<file path="src/rtl/shf_pkg.sv">
`default_nettype none
// ============================================================================
// Module      : shf_pkg
// Description : Shared types and helpers for the pipelined barrel shifter.
// Revision    : 1.0 - initial release
// ============================================================================
package shf_pkg;

    typedef enum logic {
        SHF_LEFT  = 1'b0,
        SHF_RIGHT = 1'b1
    } shf_dir_e;

    // Number of log-shifter levels each pipeline stage has to apply.
    function automatic int shf_levels_per_stage(input int size_shift, input int num_stages);
        return (size_shift + num_stages - 1) / num_stages;
    endfunction

endpackage
`default_nettype wire

</file>
<file path="src/rtl/shf_pipe_stage.sv">
`default_nettype none
// ============================================================================
// Module      : shf_pipe_stage
// Description : One pipeline stage: applies levels [FIRST_LEVEL, FIRST_LEVEL+NUM_LEVELS)
//               of the log shifter and registers the beat. Sticky carry under SHF_STICKY_EN.
// Revision    : 1.0 - initial release
// ============================================================================
module shf_pipe_stage
    import shf_pkg::*;
#(
    parameter int SIZE_DATA   = 24,
    parameter int SIZE_SHIFT  = 5,
    parameter int FIRST_LEVEL = 0,
    parameter int NUM_LEVELS  = 1
) (
    input  logic                  i_clk,
    input  logic                  i_rst_n,
    input  logic                  i_load,
    input  logic                  i_valid,
    input  shf_dir_e              i_dir,
    input  logic [SIZE_SHIFT-1:0] i_amt,
    input  logic [SIZE_DATA-1:0]  i_data,
    input  logic                  i_oor,
`ifdef SHF_STICKY_EN
    input  logic                  i_sticky,
    output logic                  o_sticky,
`endif
    output logic                  o_valid,
    output shf_dir_e              o_dir,
    output logic [SIZE_SHIFT-1:0] o_amt,
    output logic [SIZE_DATA-1:0]  o_data,
    output logic                  o_oor
);

    // Bits that a right shift by 2^lvl pushes off the bottom of the word.
    function automatic logic [SIZE_DATA-1:0] f_low_mask(input int lvl);
        logic [SIZE_DATA-1:0] m;
        for (int i = 0; i < SIZE_DATA; i++) begin
            m[i] = (i < (1 << lvl));
        end
        return m;
    endfunction

    logic [SIZE_DATA-1:0]  w_data;
    logic [SIZE_SHIFT-1:0] w_amt;
    logic                  r_valid;
    shf_dir_e              r_dir;
    logic [SIZE_SHIFT-1:0] r_amt;
    logic [SIZE_DATA-1:0]  r_data;
    logic                  r_oor;
`ifdef SHF_STICKY_EN
    logic                  w_sticky;
    logic                  r_sticky;
`endif

    always_comb begin
        w_data = i_data;
        w_amt  = i_amt;
`ifdef SHF_STICKY_EN
        w_sticky = i_sticky;
`endif
        for (int j = 0; j < NUM_LEVELS; j++) begin
            if (i_amt[FIRST_LEVEL + j]) begin
                if (i_dir == SHF_RIGHT) begin
`ifdef SHF_STICKY_EN
                    w_sticky = w_sticky | (|(w_data & f_low_mask(FIRST_LEVEL + j)));
`endif
                    w_data = w_data >> (1 << (FIRST_LEVEL + j));
                end else begin
                    w_data = w_data << (1 << (FIRST_LEVEL + j));
                end
            end
            // Consumed amount bits are cleared so only the remaining shift travels on.
            w_amt[FIRST_LEVEL + j] = 1'b0;
        end
    end

    always_ff @(posedge i_clk or negedge i_rst_n) begin
        if (!i_rst_n) begin
            r_valid  <= 1'b0;
            r_dir    <= SHF_LEFT;
            r_amt    <= '0;
            r_data   <= '0;
            r_oor    <= 1'b0;
`ifdef SHF_STICKY_EN
            r_sticky <= 1'b0;
`endif
        end else if (i_load) begin
            r_valid <= i_valid;
            if (i_valid) begin
                r_dir    <= i_dir;
                r_amt    <= w_amt;
                r_data   <= w_data;
                r_oor    <= i_oor;
`ifdef SHF_STICKY_EN
                r_sticky <= w_sticky;
`endif
            end
        end
    end

    assign o_valid  = r_valid;
    assign o_dir    = r_dir;
    assign o_amt    = r_amt;
    assign o_data   = r_data;
    assign o_oor    = r_oor;
`ifdef SHF_STICKY_EN
    assign o_sticky = r_sticky;
`endif

endmodule
`default_nettype wire

</file>
<file path="src/rtl/shf_pipe_shifter.sv">
`default_nettype none
// ============================================================================
// Module      : shf_pipe_shifter
// Description : Pipelined left/right logical barrel shifter with valid/ready at both
//               ends. Define SHF_STICKY_EN to produce the right-shift sticky bit.
// Revision    : 1.0 - initial release
// ============================================================================
module shf_pipe_shifter
    import shf_pkg::*;
#(
    parameter int SIZE_DATA  = 24,
    parameter int SIZE_SHIFT = 5,
    parameter int NUM_STAGES = 2
) (
    input  logic                  i_clk,
    input  logic                  i_rst_n,
    input  logic                  i_valid,
    output logic                  o_ready,
    input  logic                  i_dir,
    input  logic [SIZE_SHIFT-1:0] i_shift_number,
    input  logic [SIZE_DATA-1:0]  i_data,
    output logic                  o_valid,
    input  logic                  i_ready,
    output logic [SIZE_DATA-1:0]  o_data,
    output logic                  o_sticky,
    output logic                  o_oor
);

    localparam int c_LEVELS = shf_levels_per_stage(SIZE_SHIFT, NUM_STAGES);

    logic [NUM_STAGES-1:0] w_vout;
    logic [NUM_STAGES-1:0] w_load;
    shf_dir_e              w_dir  [NUM_STAGES+1];
    logic [SIZE_SHIFT-1:0] w_amt  [NUM_STAGES+1];
    logic [SIZE_DATA-1:0]  w_data [NUM_STAGES+1];
    logic                  w_oor  [NUM_STAGES+1];
`ifdef SHF_STICKY_EN
    logic                  w_sticky [NUM_STAGES+1];
`endif
    logic                  w_unused_tail;

    // Out-of-range beats enter as zero data so the levels need no special case.
    assign w_oor[0]  = 32'(i_shift_number) >= SIZE_DATA;
    assign w_dir[0]  = shf_dir_e'(i_dir);
    assign w_amt[0]  = i_shift_number;
    assign w_data[0] = w_oor[0] ? '0 : i_data;
`ifdef SHF_STICKY_EN
    assign w_sticky[0] = w_oor[0] & (w_dir[0] == SHF_RIGHT) & (|i_data);
`endif

    generate
        for (genvar k = 0; k < NUM_STAGES; k++) begin : g_stage
            localparam int c_FIRST_RAW = k * c_LEVELS;
            localparam int c_FIRST     = (c_FIRST_RAW < SIZE_SHIFT) ? c_FIRST_RAW : SIZE_SHIFT;
            localparam int c_END       = (c_FIRST + c_LEVELS < SIZE_SHIFT) ? c_FIRST + c_LEVELS
                                                                           : SIZE_SHIFT;
            logic w_vin;

            if (k == 0) begin : g_first
                assign w_vin = i_valid;
            end else begin : g_inner
                assign w_vin = w_vout[k-1];
            end

            // Stage k loads unless it and every stage after it are full and the sink stalls.
            assign w_load[k] = i_ready | ~(&w_vout[NUM_STAGES-1:k]);

            shf_pipe_stage #(
                .SIZE_DATA   (SIZE_DATA),
                .SIZE_SHIFT  (SIZE_SHIFT),
                .FIRST_LEVEL (c_FIRST),
                .NUM_LEVELS  (c_END - c_FIRST)
            ) u_stage (
                .i_clk    (i_clk),
                .i_rst_n  (i_rst_n),
                .i_load   (w_load[k]),
                .i_valid  (w_vin),
                .i_dir    (w_dir[k]),
                .i_amt    (w_amt[k]),
                .i_data   (w_data[k]),
                .i_oor    (w_oor[k]),
`ifdef SHF_STICKY_EN
                .i_sticky (w_sticky[k]),
                .o_sticky (w_sticky[k+1]),
`endif
                .o_valid  (w_vout[k]),
                .o_dir    (w_dir[k+1]),
                .o_amt    (w_amt[k+1]),
                .o_data   (w_data[k+1]),
                .o_oor    (w_oor[k+1])
            );
        end
    endgenerate

    assign o_ready = w_load[0];
    assign o_valid = w_vout[NUM_STAGES-1];
    assign o_data  = w_data[NUM_STAGES];
    assign o_oor   = w_oor[NUM_STAGES];
`ifdef SHF_STICKY_EN
    assign o_sticky = w_sticky[NUM_STAGES];
`else
    assign o_sticky = 1'b0;
`endif

    // Direction and residual amount are meaningless once the last level is applied.
    assign w_unused_tail = ^{w_dir[NUM_STAGES], w_amt[NUM_STAGES]};

endmodule
`default_nettype wire
</file>
<file path="config.mk">
export PLATFORM = sky130hd
export DESIGN_NAME = shf_pipe_shifter
export DESIGN_NICKNAME = d
export VERILOG_FILES = /design/src/rtl/shf_pkg.sv /design/src/rtl/shf_pipe_stage.sv /design/src/rtl/shf_pipe_shifter.sv
export SDC_FILE = /design/constraint.sdc
export NUM_CORES = 1
export LEC_CHECK = 0
export BUFFER_PORTS_ARGS = -buffer_cell sky130_fd_sc_hd__buf_2
export CORE_MARGIN = 2
export CORE_UTILIZATION = 59
export CTS_CLUSTER_DIAMETER = 50
export DETAILED_ROUTE_END_ITERATION = 6
export PLACE_DENSITY = 0.88
export SLEW_MARGIN = 20
export SYNTH_ARGS = -nofsm -noshare
export SYNTH_HDL_FRONTEND = slang
export SYNTH_SLANG_ARGS = --single-unit
</file>
<file path="constraint.sdc">
create_clock -name i_clk -period 1.8 [get_ports i_clk]
set_clock_uncertainty 0.1 [all_clocks]
set_input_delay 0.36 -clock i_clk [delete_from_list [all_inputs] [get_ports i_clk]]
set_output_delay 0.36 -clock i_clk [all_outputs]
set_load 0.02 [all_outputs]
</file>
==> results of run 1 <==
[stage by stage]
step,total power [mW],util
2_1_floorplan,2.76,-
3_3_place_gp,3.49,0.757
3_5_place_dp,3.56,0.757
4_1_cts,4.26,0.771
5_1_grt,4.53,0.775
6_report,4.32,0.775
[routing by layer]
layer  global-route usage  vias up
li1                     -     2338
met1                0.500     2427
met2                0.638      305
met3               0.0464       66
met4                0.158        0
met5                    0        -
[logic make-up (layout without fill, tap and decap cells)]
| logic type | after synthesis | in the layout |
|---|---|---|
| simple gates | 192 | 192 |
| compound gates | 190 | 190 |
| mux | 72 | 72 |
| flops | 55 | 55 |
| buf+inv | 50 | 196 |
| other cells | 1 | 1 |
[state kept, by name (all words and copies together), names as in the netlist]
| signal | flops |
|---|---|
| g_stage.u_stage.o_valid | 2 |
| g_stage.u_stage.o_dir | 1 |
| g_stage.u_stage.o_amt | 2 |
| g_stage.u_stage.o_data | 48 |
| g_stage.u_stage.o_oor | 2 |
[layout make-up]
| class | instances | share of cell area |
|---|---|---|
| multi-input cells | 455 | 0.508 |
| clock buffers | 5 | 0.0115 |
| clock inverters | 3 | 0.00399 |
| well taps | 102 | 0.0214 |
| repair buffers | 185 | 0.222 |
| inverters | 3 | 0.00189 |
| flip-flops and latches | 55 | 0.231 |
[worst max-delay path by stage]
stage | from | endpoint | slack, ns | cells past startpoint
after global placement | i_dir | g_stage[0].u_stage.o_data[21] | -0.35 | 7
after global routing | i_shift_number[0] | g_stage[0].u_stage.o_data[1] | -0.02 | 7
after floorplan | i_dir | g_stage[0].u_stage.o_data[21] | 0.002 | 7
after CTS | i_dir | g_stage[0].u_stage.o_data[21] | 0.04 | 7
final | i_shift_number[0] | g_stage[0].u_stage.o_data[20] | 0.06 | 8
after detailed placement | i_dir | g_stage[0].u_stage.o_data[1] | -0.42 | 7
[power by group through the flow]
stage,registers [mW],logic (mW),clock network (mW)
6_report,1.69,1.91,0.722
3_3_place_gp,1.68,1.81,0
3_5_place_dp,1.70,1.86,0
4_1_cts,1.68,1.87,0.713
2_1_floorplan,1.81,0.947,0
5_1_grt,1.71,2.05,0.768
[layout by cell type (no fill, tap or decap), drive strengths merged, types with 2 or more instances in the layout]
cell	count
and3	2
nor3	6
mux4	12
buf	183
o22a	3
a211oi	10
and2	4
or2	2
a22oi	4
nand3	5
nand2	81
o32ai	4
nor2b	22
a31oi	7
o21ai	55
nand2b	9
o2bb2ai	3
nand3b	3
o22ai	12
a221oi	4
a32oi	3
o221ai	3
a21o	2
a21oi	57
clkbuf	6
a2bb2oi	2
mux2i	42
o32a	2
nor2	55
mux2	18
dfrtp	55
o211ai	8
inv	4
[timing repair]
action | in CTS | in global routing
endpoints found under the hold margin | 55 | 0
pin swaps | 0 | 0
endpoints found under the setup margin | 3 | 12
hold buffers | 1 | 0
resized for setup | 2 | 8
==> flow_metrics.py, run 1 <==
metrics = {
    "status": {
        "status": "finished clean",
    },
    "final_layout": {
        "nFillCells": 598,
        "multiInputGateArea_mm2": 0.00303,
        "stdcell_count": 808,
        "seq_area_mm2": 0.00138,
        "area_delta_synth_final_pct": 28.1,
        "final_nets": 739,
        "drive_above_1_share": 0.339,
        "diodes": 0,
        "final_area_mm2": 0.00596,
    },
    "synth": {
        "synth_edf_count": 0,
        "yosys.area_share.simple": 0.184,
        "ys_seq_area_frac": 0.296,
        "yosys_warnings": 0,
        "synthMuxAreaShare": 0.205,
        "synth_most_common_cell": "nand2_1",
        "ys_types": 62,
        "synth_top_area_cell": "dfrtp_1",
        "syn_area_per_cell_um2": 8.30,
        "synth_common_cells": "nand2_1, a21oi_1, dfrtp_1, nor2_1, o21ai_0",
        "ys.flop_type": "dfrtp_1",
        "synth_nets": 594,
        "synth_top_family_by_area": "compound AO/OA/AOI/OAI gates",
        "synth_xor_xnor_area_share": 0,
        "async_flop_share": 1.00,
        "ys_top_cells_by_area": "dfrtp_1, mux2i_1, nand2_1, a21oi_1, mux4_2",
        "synth_top_area_share": 0.296,
        "ys_ff_latch": 55,
        "synth_compound_area_frac": 0.255,
        "syn-instance-count": 560,
        "synthesis.area_mm2": 0.00465,
        "synth_adder_area_share": 0,
    },
    "place": {
        "hpwl_um": 12800,
        "gp_congestion": 0.991,
        "io_buffers": 60,
        "dpl.cell_count": 799,
        "pre_cts_slack_ns": -0.424,
        "dpl_cell_area_mm2": 0.00582,
    },
    "clock_network": {
        "clock_path_buffers": 2,
        "path_clk_slew_ns": 0.11,
        "cts.sinks": 55,
        "clk_latency_ns": 0.32,
        "post_cts_buffers": 0,
        "cts_tree": "built",
        "cts_root_buf": "clkbuf_8",
        "h-tree-depth": 2,
        "cts_buffers": 5,
    },
    "timing": {
        "rsz0062_at_grt": "true",
        "timing.final.crit_share": 0.969,
        "tightest_slew_ns": 0.505,
        "holdWs_ns": 0.174,
        "tns_ns": 0,
        "slew_viol_final": 0,
        "setup_violations": 0,
        "final-hold-violation-count": 0,
        "slew_headroom": 0.662,
        "fmax_mhz": 573,
        "min_period_ns": 1.74,
        "finalWorstSetupSlack_ns": 0.0551,
    },
    "run": {
        "drv_cap": 0,
    },
    "pwr": {
        "power.density_mw_per_mm2": 725,
        "pwr-share-clk": 0.167,
        "swShare": 0.405,
        "comb_power_share": 0.443,
        "p_leak_nw": 2.72,
        "seqPwrFrac": 0.390,
        "switchingPower_mw": 1.75,
        "p_int_mw": 2.57,
        "max-vdd-ir-drop_mv": 0.424,
    },
    "floorplanning": {
        "floorplan.die.width_um": 92.8,
        "die_area_mm2": 0.00861,
        "row_count": 32,
        "core-area_mm2": 0.00769,
        "start_util": 0.605,
        "die_height_um": 92.8,
        "ioPinCount": 62,
    },
    "min_path": {
        "hold_end": "g_stage[0].u_stage.o_valid",
        "hold_depth": 2,
        "min_path_type": "input pin to flop",
        "hp-start": "i_valid",
    },
    "critical_path": {
        "reg2reg_setup_slack_ns": 0.13,
        "crit_top_cell": "nand2_1",
        "start_kind": "input pin",
        "crit_required_ns": 1.92,
        "crit_family": "buffers and inverters",
        "end_kind": "flop",
        "r2r-end": "g_stage[0].u_stage.o_data[1]",
        "cp_cell_sequence": "clkbuf_4 > buf_12 > buf_4 > mux4_2 > nand2_1 > o21ai_0 > a32oi_1 > nand2_1",
        "path_buf_inv": 3,
        "cp_slowest_cell": "mux4_2",
        "arrival_ns": 1.86,
        "cp_slowest_stage_delay_ns": 0.50,
        "worst-setup-path-type": "input pin to flop",
        "r2r-start": "g_stage[0].u_stage.o_valid",
        "ff2ff_path_depth": 5,
        "path_max_fanout": 26,
    },
    "global_routing": {
        "grt_pass1_vias": 4799,
        "grt_pass1_wl_um": 25700,
        "groute.usage.overall": 0.381,
        "grt_antenna_before_repair": 0,
        "grt_max_degree": 56,
        "overflow": 0,
    },
    "detailed_routing": {
        "drt-total-wl_um": 16200,
        "wl_met2_um": 7750,
        "dr.max_layer_used": "met4",
        "met1Wirelength_um": 6540,
        "ant_nets": 0,
        "wl_met3_um": 1150,
        "viasPerCell": 6.36,
        "drt-initial-drc-count": 439,
        "wl_per_cell_um": 20.0,
        "drtPass1Iterations": 5,
        "dr_total_vias": 5136,
        "drc_errors": 0,
    },
}
Note: power is estimated with default switching activity, not from simulation.
==> inputs of run 2 (changes only) <==
Settings changed: CORE_UTILIZATION 59 to 64, CTS_BUF_LIST set to sky130_fd_sc_hd__clkbuf_16, PLACE_DENSITY 0.88 to 0.94.
Clock period 1.8 ns to 2.25 ns, I/O delays scaled along.
==> flow_metrics.py, run 2 (synthesized netlist as in run 1, its figures left out) <==
metrics = {
    "status": {
        "status": "complete, but fails checks",
        "violations": "design-rule violations",
    },
    "pwr": {
        "p_leak_nw": 2.27,
        "max-vdd-ir-drop_mv": 0.347,
        "power.density_mw_per_mm2": 684,
    },
    "detailed_routing": {
        "drt-initial-drc-count": 859,
        "wl_per_cell_um": 20.7,
        "drc_errors": 13,
        "drtPass1Iterations": 7,
        "dr_total_vias": 5012,
        "ant_nets": 0,
        "viasPerCell": 7.09,
        "drt-total-wl_um": 14600,
    },
    "clock_network": {
        "clk_latency_ns": 0.29,
        "ctsHoldBuffers": 0,
        "cts_tree": "built",
        "path_clk_slew_ns": 0.07,
        "cts_buffers": 5,
        "cts_root_buf": "clkbuf_16",
        "cts.sinks": 55,
        "h-tree-depth": 2,
        "clock_path_buffers": 2,
        "cts.repair.resized": 0,
        "post_cts_buffers": 0,
    },
    "final_layout": {
        "stdcell_count": 707,
        "final_cell_mix": "nand2_1, buf_2, a21oi_1, nor2_1, dfrtp_1",
        "final_nets": 641,
        "layout_commonest_cell": "nand2_1",
        "diodes": 0,
        "largest_reg_flops": 48,
        "final_core_util": 0.733,
        "area_delta_synth_final_pct": 12.5,
        "drive_above_1_share": 0.227,
    },
    "timing": {
        "slew_headroom": 0.583,
        "tightest_slew_ns": 0.626,
        "slew_viol_final": 0,
        "min_period_ns": 2.03,
        "fmax_mhz": 493,
        "timing.final.crit_share": 0.902,
        "setup_violations": 0,
        "final-hold-violation-count": 0,
        "rsz0062_at_grt": "false",
    },
    "critical_path": {
        "crit_required_ns": 2.33,
        "worst-setup-path-type": "input pin to flop",
        "path_max_fanout": 6,
        "cp-startpoint": "i_dir",
        "arrival_ns": 2.11,
        "start_kind": "input pin",
        "r2r-start": "g_stage[1].u_stage.o_valid",
        "end_kind": "flop",
    },
    "place": {
        "io_buffers": 60,
        "dpl.cell_count": 699,
        "hpwl_um": 10400,
        "gp_congestion": 1.27,
    },
    "global_routing": {
        "grt_pass1_vias": 4562,
        "grt_max_degree": 47,
        "overflow": 0,
        "grt_antenna_before_repair": 0,
        "grt_pass1_wl_um": 23100,
        "groute.usage.overall": 0.377,
    },
    "floorplanning": {
        "ioPinCount": 62,
        "row_count": 31,
        "die_area_mm2": 0.00796,
        "core-area_mm2": 0.00714,
        "start_util": 0.652,
        "die_height_um": 89.2,
        "floorplan.die.width_um": 89.2,
    },
    "min_path": {
        "min_path_type": "input pin to async pin",
    },
    "run": {
        "drv_cap": 0,
    },
}
-- run 2: cell count changes in the layout (fill, tap and decap cells not counted), sizes merged --
cell,delta
buf,-96
clkbuf,-1
clkinv,-1
bufinv,+1
dlygate4sd3,-1
-- run 2: path summary, 6_finish.rpt --
path	end	slack (ns)	cells past startpoint
max	g_stage[0].u_stage.o_data[12]	0.22	7
min	g_stage[1].u_stage.o_valid	0.07	1
max reg2reg	g_stage[0].u_stage.o_data[8]	0.24	5
min reg2reg	g_stage[1].u_stage.o_data[21]	0.38	2
max in group asynchronous	g_stage[0].u_stage.o_data[5]	1.42	2
min in group i_clk	g_stage[0].u_stage.o_valid	0.29	2
-- run 2: final cells by class --
cell class / count / area [µm²]
Fill cell: 547 / 1900
Multi-Input combinational cell: 455 / 3000
Inverter: 3 / 11.3
Sequential cell: 55 / 1380
Clock buffer: 5 / 125
Tap cell: 99 / 124
Clock inverter: 3 / 46.3
Timing Repair Buffer: 87 / 553
-- run 2: power breakdown --
group | internal, mW | total [mW] | switching (mW)
combinational | 0.511 | 1.33 | 0.821
sequential | 1.18 | 1.36 | 0.185
clock | 0.529 | 0.885 | 0.356
total | 2.22 | 3.58 | 1.36
-- run 2: per-stage QoR --
stage / TNS [ns] / setup WS, ns / hold slack, ns / power [mW] / area, µm²
detailed placement: -0.0151 / -0.0151 / 0.366 / 2.65 / 5060
finish: 0 / 0.220 / 0.0724 / 3.58 / 5230
global placement: 0 / 0.0529 / 0.358 / 2.59 / 5060
global route: 0 / 0.105 / 0.113 / 3.74 / 5230
CTS: 0 / 0.275 / 0.0838 / 3.54 / 5230
floorplan: 0 / 0.362 / 0.0544 / 2.20 / 4650
-- run 2: critical path, stage by stage --
cell      delay (ns)
buf_2           0.18
buf_4           0.19
mux2_4          0.30
mux2i_2         0.36
mux2i_1         0.18
a221oi_1        0.37
nor2_1          0.07
-- run 2: metal layers --
| layer | GRT usage | share of wire |
|---|---|---|
| met4 | 0.182 | 0.065 |
| met2 | 0.608 | 0.46 |
| met5 | 0 | 0 |
| met1 | 0.482 | 0.35 |
| met3 | 0.0813 | 0.13 |
==> inputs of run 3 (changes only) <==
Settings changed: BUFFER_PORTS_ARGS -buffer_cell sky130_fd_sc_hd__buf_2 to -buffer_cell sky130_fd_sc_hd__buf_4.
==> flow_metrics.py, run 3 (synthesized netlist as in run 1, its figures left out) <==
metrics = {
    "status": {
        "status": "finished clean",
    },
    "clock_network": {
        "clk_latency_ns": 0.29,
        "cts_buffers": 5,
        "h-tree-depth": 2,
        "path_clk_slew_ns": 0.07,
        "cts_root_buf": "clkbuf_16",
        "clock_path_buffers": 2,
        "cts_tree": "built",
        "cts.sinks": 55,
        "cts.repair.resized": 0,
        "post_cts_buffers": 0,
        "ctsHoldBuffers": 0,
    },
    "final_layout": {
        "diodes": 0,
        "layout_commonest_cell": "buf_4",
        "drive_above_1_share": 0.232,
        "area_delta_synth_final_pct": 15.0,
        "final_nets": 645,
        "final_cell_mix": "buf_4, nand2_1, a21oi_1, nor2_1, dfrtp_1",
        "largest_reg_flops": 48,
    },
    "critical_path": {
        "end_kind": "flop",
        "cp_cell_sequence": "buf_4 > buf_4 > mux2_2 > mux2i_2 > a211oi_1 > nor4_1 > o21ai_1",
        "cp_slowest_stage_delay_ns": 0.35,
        "crit_required_ns": 2.32,
        "crit_top_cell": "buf_4",
        "cp_slowest_cell": "mux2_2",
        "worst-setup-path-type": "input pin to flop",
        "path_max_fanout": 18,
        "start_kind": "input pin",
        "arrival_ns": 2.00,
    },
    "detailed_routing": {
        "wl_per_cell_um": 20.2,
        "drtPass1Iterations": 5,
        "viasPerCell": 6.67,
        "drt-total-wl_um": 14400,
        "ant_nets": 0,
        "drt-initial-drc-count": 660,
        "drc_errors": 0,
        "dr_total_vias": 4744,
    },
    "min_path": {
        "min_path_type": "input pin to async pin",
    },
    "timing": {
        "final-hold-violation-count": 0,
        "tightest_slew_ns": 0.661,
        "timing.final.crit_share": 0.856,
        "min_period_ns": 1.93,
        "finalWorstSetupSlack_ns": 0.323,
        "fmax_mhz": 519,
        "tns_ns": 0,
        "setup_violations": 0,
        "slew_viol_final": 0,
        "rsz0062_at_grt": "false",
        "slew_headroom": 0.559,
    },
    "floorplanning": {
        "die_area_mm2": 0.00796,
        "ioPinCount": 62,
        "floorplan.die.width_um": 89.2,
        "core-area_mm2": 0.00714,
        "die_height_um": 89.2,
        "start_util": 0.652,
        "row_count": 31,
    },
    "global_routing": {
        "overflow": 0,
        "grt_antenna_before_repair": 0,
        "grt_pass1_wl_um": 22800,
        "grt_pass1_vias": 4368,
        "groute.usage.overall": 0.375,
        "grt_max_degree": 56,
    },
    "run": {
        "drv_cap": 0,
    },
    "place": {
        "gp_congestion": 0.991,
        "pre_cts_slack_ns": 0.0524,
        "hpwl_um": 11000,
        "io_buffers": 60,
    },
    "pwr": {
        "max-vdd-ir-drop_mv": 0.302,
        "p_leak_nw": 2.31,
        "power.density_mw_per_mm2": 659,
    },
}
-- run 3: path summary, 6_finish.rpt --
path | startpoint | to | slack, ns | cells past startpoint
worst max-delay path | i_dir | g_stage[0].u_stage.o_data[18] | 0.32 | 7
worst min-delay path | i_rst_n | g_stage[0].u_stage.o_dir | 0.09 | 1
worst max register to register | g_stage[1].u_stage.o_valid | g_stage[0].u_stage.o_data[14] | 0.36 | 6
worst min register to register | g_stage[1].u_stage.o_data[8] | g_stage[1].u_stage.o_data[8] | 0.38 | 2
max in group asynchronous | i_rst_n | g_stage[0].u_stage.o_data[10] | 1.52 | 1
min in group i_clk | i_valid | g_stage[0].u_stage.o_valid | 0.27 | 2
-- run 3: where the power goes --
group	leakage (nW)	switching (mW)	internal [mW]	total, mW
logic	1.55	0.799	0.589	1.39
clock network	0.0740	0.358	0.414	0.771
registers	0.688	0.186	1.18	1.37
total	2.31	1.34	2.18	3.52
-- run 3: area by class of cell --
type,instances,area [µm²]
multi-input cells,455,3000
inverters,3,11.3
clock inverters,3,18.8
well taps,99,124
clock buffers,5,125
repair buffers,91,696
flip-flops and latches,55,1380
fillers,567,1790
-- run 3: worst max-delay path: cells and delay by family --
| family | cells | cell delay [ns] |
|---|---|---|
| AND/OR/NAND/NOR | 1 | 0.22 |
| multiplexers | 2 | 0.65 |
| AO/OA/AOI/OAI | 2 | 0.22 |
| buffers and inverters | 2 | 0.45 |
-- run 3: routing by layer --
layer  up-vias  share of wire  global-route usage  wire [µm]
li1       2153              -                   -          -
met3        50          0.085              0.0462       1220
met1      2236           0.39               0.493       5650
met5         -              0                   0          0
met4         0          0.036               0.144        524
met2       305           0.48               0.631       6960
-- run 3: metrics by stage --
step	hold WS (ns)	cell area, µm²	instances	power [mW]	util
6_report	0.0949	5350	711	3.52	0.749
5_1_grt	0.151	5350	711	3.73	0.749
4_1_cts	0.118	5350	711	3.51	0.749
3_5_place_dp	0.372	5200	703	2.74	0.729
3_3_place_gp	0.362	5200	703	2.70	0.729
2_1_floorplan	0.0544	4650	560	2.20	-
